**src/rtl/uart_tx_frame.sv**
```systemverilog
// UART transmitter: start bit, LSB-first data, optional parity, 1 or 2 stop bits.
// A one-word holding buffer in front of the shifter lets frames run back to back.
module uart_tx_frame #(
  parameter int DATA_WIDTH = 8,
  parameter int CLK_DIV    = 16,
  parameter int PARITY_EN  = 0,
  parameter int PARITY_ODD = 0,
  parameter int STOP_BITS  = 1
) (
  input  logic                  clk,
  input  logic                  arst,
  input  logic                  tx_valid,
  input  logic [DATA_WIDTH-1:0] tx_data,
  output logic                  tx_ready,
  output logic                  tx,
  output logic                  busy,
  output logic                  done
);

  localparam int CNT_W = (CLK_DIV > 1) ? $clog2(CLK_DIV) : 1;
  localparam int IDX_W = $clog2(DATA_WIDTH + 1);

  localparam logic [CNT_W-1:0] CNT_LAST  = CNT_W'(CLK_DIV - 1);
  localparam logic [IDX_W-1:0] DATA_LAST = IDX_W'(DATA_WIDTH - 1);
  localparam logic [IDX_W-1:0] STOP_LAST = IDX_W'(STOP_BITS - 1);
  localparam logic             PAR_INV   = (PARITY_ODD != 0);

  typedef enum logic [2:0] {
    S_IDLE,
    S_START,
    S_DATA,
    S_PARITY,
    S_STOP
  } state_e;

  state_e                  state_q;
  logic [CNT_W-1:0]        cnt_q;
  logic [IDX_W-1:0]        idx_q;
  logic                    tx_ready_q;
  logic                    tx_q;
  logic                    busy_q;
  logic                    done_q;

  logic [DATA_WIDTH-1:0]   hold_q, hold_d;
  logic [DATA_WIDTH-1:0]   shift_q, shift_d;
  logic                    par_q, par_d;

  logic                    bit_end;
  logic                    stop_end;
  logic                    accept;
  logic                    load;
  logic                    shift;

  // tx_ready_q doubles as the "holding buffer empty" flag.
  always_comb begin
    bit_end  = (cnt_q == CNT_LAST);
    stop_end = (state_q == S_STOP) && bit_end && (idx_q == STOP_LAST);
    accept   = tx_valid && tx_ready_q;
    load     = !tx_ready_q && ((state_q == S_IDLE) || stop_end);
    shift    = (state_q == S_DATA) && bit_end;
  end

  always_comb begin
    hold_d  = accept ? tx_data : hold_q;
    shift_d = shift_q;
    par_d   = par_q;
    if (load) begin
      shift_d = hold_q;
      par_d   = (^hold_q) ^ PAR_INV;
    end else if (shift) begin
      shift_d = shift_q >> 1;
    end
  end

  // Data registers carry no reset; they are only read after a load.
  always_ff @(posedge clk) begin
    hold_q  <= hold_d;
    shift_q <= shift_d;
    par_q   <= par_d;
  end

  always_ff @(posedge clk or posedge arst) begin
    if (arst) begin
      state_q    <= S_IDLE;
      cnt_q      <= '0;
      idx_q      <= '0;
      tx_ready_q <= 1'b1;
      tx_q       <= 1'b1;
      busy_q     <= 1'b0;
      done_q     <= 1'b0;
    end else begin
      done_q <= 1'b0;

      if (accept) begin
        tx_ready_q <= 1'b0;
      end else if (load) begin
        tx_ready_q <= 1'b1;
      end

      if (state_q != S_IDLE) begin
        cnt_q <= bit_end ? '0 : cnt_q + 1'b1;
      end

      case (state_q)
        S_IDLE: begin
          tx_q   <= 1'b1;
          busy_q <= 1'b0;
          if (load) begin
            state_q <= S_START;
            cnt_q   <= '0;
            tx_q    <= 1'b0;
            busy_q  <= 1'b1;
          end
        end

        S_START: begin
          if (bit_end) begin
            state_q <= S_DATA;
            idx_q   <= '0;
            tx_q    <= shift_q[0];
          end
        end

        // shift_q moves on this same edge, so the next bit is shift_q[1].
        S_DATA: begin
          if (bit_end) begin
            if (idx_q == DATA_LAST) begin
              idx_q <= '0;
              if (PARITY_EN != 0) begin
                state_q <= S_PARITY;
                tx_q    <= par_q;
              end else begin
                state_q <= S_STOP;
                tx_q    <= 1'b1;
              end
            end else begin
              idx_q <= idx_q + 1'b1;
              tx_q  <= shift_q[1];
            end
          end
        end

        S_PARITY: begin
          if (bit_end) begin
            state_q <= S_STOP;
            idx_q   <= '0;
            tx_q    <= 1'b1;
          end
        end

        S_STOP: begin
          if (bit_end) begin
            if (stop_end) begin
              done_q <= 1'b1;
              idx_q  <= '0;
              if (load) begin
                state_q <= S_START;
                tx_q    <= 1'b0;
              end else begin
                state_q <= S_IDLE;
                tx_q    <= 1'b1;
                busy_q  <= 1'b0;
              end
            end else begin
              idx_q <= idx_q + 1'b1;
            end
          end
        end

        default: begin
          state_q <= S_IDLE;
          tx_q    <= 1'b1;
          busy_q  <= 1'b0;
        end
      endcase
    end
  end

  assign tx_ready = tx_ready_q;
  assign tx       = tx_q;
  assign busy     = busy_q;
  assign done     = done_q;

endmodule

```
**config.mk**
```make
export PLATFORM = sky130hd
export DESIGN_NAME = uart_tx_frame
export DESIGN_NICKNAME = d
export VERILOG_FILES = /design/src/rtl/uart_tx_frame.sv
export SDC_FILE = /design/constraint.sdc
export NUM_CORES = 1
export LEC_CHECK = 0
export ABC_AREA = 1
export BUFFER_PORTS_ARGS = -buffer_cell sky130_fd_sc_hd__buf_2
export CELL_PAD_IN_SITES_DETAIL_PLACEMENT = 1
export CELL_PAD_IN_SITES_GLOBAL_PLACEMENT = 1
export CORE_MARGIN = 5
export CORE_UTILIZATION = 32
export CTS_BUF_LIST = sky130_fd_sc_hd__clkbuf_4
export CTS_CLUSTER_SIZE = 25
export DETAILED_ROUTE_END_ITERATION = 10
export PLACE_DENSITY_LB_ADDON = 0.05
export SLEW_MARGIN = 20
export SYNTH_ARGS = -nofsm -noshare
export SYNTH_HDL_FRONTEND = slang
export SYNTH_SLANG_ARGS = --single-unit
```
**constraint.sdc**
```tcl
create_clock -name clk -period 1.7 [get_ports clk]
set_input_delay 0.34 -clock clk [delete_from_list [all_inputs] [get_ports clk]]
set_output_delay 0.34 -clock clk [all_outputs]
set_load 0.02 [all_outputs]
```
==> results.sh <==
export IMPL_outcome="finished, final reports clean"
export IMPL_grt_max_degree=16
export IMPL_worst_pin_slew_ns=0.590
export IMPL_cts_tree="done"
export IMPL_grt_antenna_before_repair=0
export IMPL_fin_crit_sh=0.951
export IMPL_die_y_um=78.5
export IMPL_top_usage_layer="met2"
export IMPL_cp_arrival_ns=1.71
export IMPL_layout_commonest_cell="nand2_1"
export IMPL_wl_per_cell_um=13.0
export IMPL_worstPathCellList="inv_1 > ha_1 > nand2_2 > nor2_4 > nand3_4 > nand2_4 > inv_2 > buf_12 > nand2_2 > nand2_1"
export IMPL_setup_worst_path_end_class="flop"
export IMPL_avgSynthCellArea_sq_um=9.69
export IMPL_path_buf_inv=3
export IMPL_synth_seq_cells=31
export IMPL_cpPeakStageDelay_ns=0.41
export IMPL_ir_drop_uv=619
export IMPL_maxSlewViolCount=0
export IMPL_syn2layout_area_growth_pct=20.6
export IMPL_syn_area_sq_um=1500
export IMPL_path_delay_family="simple AND/OR/NAND/NOR gates"
export IMPL_worstPathRequired_ns=1.79
export IMPL_dp_cells=229
export IMPL_use_met3=0.0390
export IMPL_die_area_sq_um=6160
export IMPL_worstSetupPathType="reg -> reg"
export IMPL_drt_iter0_markers=45
export IMPL_cts_max_path_buffers=2
export IMPL_skew_ns=0.00889
export IMPL_min_period_ns=1.62
export IMPL_stdcell_count=238
export IMPL_cts_root_buf="clkbuf_4"
export IMPL_dieWidth_um=78.5
export IMPL_grt_pass1_wl_mm=5.42
export IMPL_drive_gt1_frac=0.310
export IMPL_leakagePower_uw=0.000822
export IMPL_num_io_pins=15
export IMPL_start_kind="flop"
export IMPL_port_buffer_count=14
export IMPL_hold_viol=0
export IMPL_drt_wl_total_mm=3.09
export IMPL_firstDrtPassIters=4
export IMPL_use_met2=0.184
export IMPL_grtUsageMet1=0.144
export IMPL_drcViolationCount=0
export IMPL_globalplace_congestion=0.798
export IMPL_slew_headroom=0.606
export IMPL_cpMaxStageDelayCell="dfrtp_1"
export IMPL_clk_pin_slew_worst_paths_ns=0.10
export IMPL_overflow=0
export IMPL_cts_buffers=5
export IMPL_routed_via_density=4.63
export IMPL_clk_latency_ns=0.33
export IMPL_postSynthCellCount=155
export IMPL_start_util=0.324
export IMPL_crit_fanout=7
export IMPL_num_rows=25
export IMPL_vias=1101
export IMPL_total_power_uw=3000
export IMPL_synth_warnings=0
export IMPL_layout_nets=197
export IMPL_power_density_nw_per_um2=1660
export IMPL_seq_area_frac_synth=0.572
export IMPL_cts_sink_count=31
export IMPL_finalSetupViolations=0
export IMPL_track_usage=0.114
export IMPL_nFillCells=542
export IMPL_cap_violations=0
export IMPL_core_sq_um=4630
export IMPL_crit_path_frequent_cell="nand2_2"
export IMPL_clock_fmax_mhz=618
export IMPL_dp_hpwl_mm=2.48
export IMPL_ys_types=27
export IMPL_syn_num_nets=169
export IMPL_grt_pass1_vias=1149
export IMPL_mostFrequentLayoutCells="nand2_1 (41), nor2_1 (17), edfxtp_1 (16), buf_2 (14), dfrtp_1 (13)"
export IMPL_hold_path_class="in -> async"
export IMPL_htreeDepth=2
export IMPL_ant_nets=0
export IMPL_n_antenna_cell=0
power by group:
group	switching [uW]	leakage [uW]	internal, uW
sequential	160	0.000337	1070
clock	259	0.0000426	302
combinational	754	0.000443	457
through the flow:
step                TNS (ns)  worst slack (ns)  hold slack [ns]  utilization  instance area, sq um
finish                     0            0.0832           0.0632        0.391                  1810
global route         -0.0125          -0.00892            0.113        0.391                  1810
CTS                        0           0.00175           0.0845        0.383                  1770
detailed placement         0            0.0178            0.449        0.366                  1700
global placement           0            0.0730            0.441        0.366                  1700
floorplan                  0            0.0221            0.240            -                  1500
final timing paths:
path	startpoint	endpoint	depth (start not counted)	slack [ns]
worst max-delay path	idx_q[1]	shift_q[4]	10	0.08
worst min-delay path	arst	cnt_q[2]	2	0.06
worst max register to register	idx_q[1]	shift_q[4]	10	0.08
worst min register to register	busy	busy	2	0.49
max in group asynchronous	arst	idx_q[2]	2	1.25
min in group clk	tx_valid	tx_ready	2	0.16
final cells by class:
class,instances,area (sq um),share of cell area
sequential,31,858,0.474
inverter,16,62.6,0.0346
timing repair buffer,22,143,0.0788
clock inverter,3,38.8,0.0214
tap,54,67.6,0.0373
multi-input combinational,107,603,0.333
clock buffer,5,37.5,0.0207
routing by layer:
metal | routed length [um] | part of all wire
met1 | 1440 | 0.47
met2 | 1490 | 0.48
met3 | 121 | 0.039
met4 | 39 | 0.013
met5 | 0 | 0
synth_stat cells:
cell      count  area (sq um)
inv_2         3          11.3
nand2_4       2          22.5
nand2_2       8          50.1
nor2_4        2          22.5
o21a_1        1          7.51
and3_1        1          6.26
a21oi_1       3          15.0
nor3_4        1          16.3
o21ai_2       2          17.5
xor2_1        1          8.76
nand2_1      43           161
inv_1        12          45.0
buf_6         1          11.3
nor2_2        1          6.26
nand3_2       1          10.0
edfxtp_1     16           480
o21ai_0       7          35.0
ha_1          3          37.5
inv_4         1          6.26
nand3_1       8          40.0
dfstp_2       2          52.6
nor2_1       17          63.8
dfrtp_1      13           325
nand4_1       3          18.8
o21ai_1       1          5.00
a211oi_1      1          7.51
nand3_4       1          17.5
state kept, by name, summed over array words and instances, names as in the netlist:
register  flops
hold_q        8
shift_q       8
cnt_q         4
idx_q         4
state_q       3
busy          1
done          1
tx            1
tx_ready      1
repair_timing:
| action | CTS | global route |
|---|---|---|
| setup endpoints to repair | 0 | 17 |
| setup buffers | 0 | 1 |
| gates resized for setup | 0 | 6 |
| hold buffers | 0 | 0 |
logic make-up (layout without fill, tap and decap cells):
kind of cell,after synthesis,in the layout,share of synthesized area
simple gates,88,88,0.290
xor+xnor,1,1,0.00583
flops,31,31,0.572
fa+ha+maj,3,3,0.0250
compound gates,15,15,0.0583
buf+inv,17,46,0.0492
(Power assumes the default switching activity.)
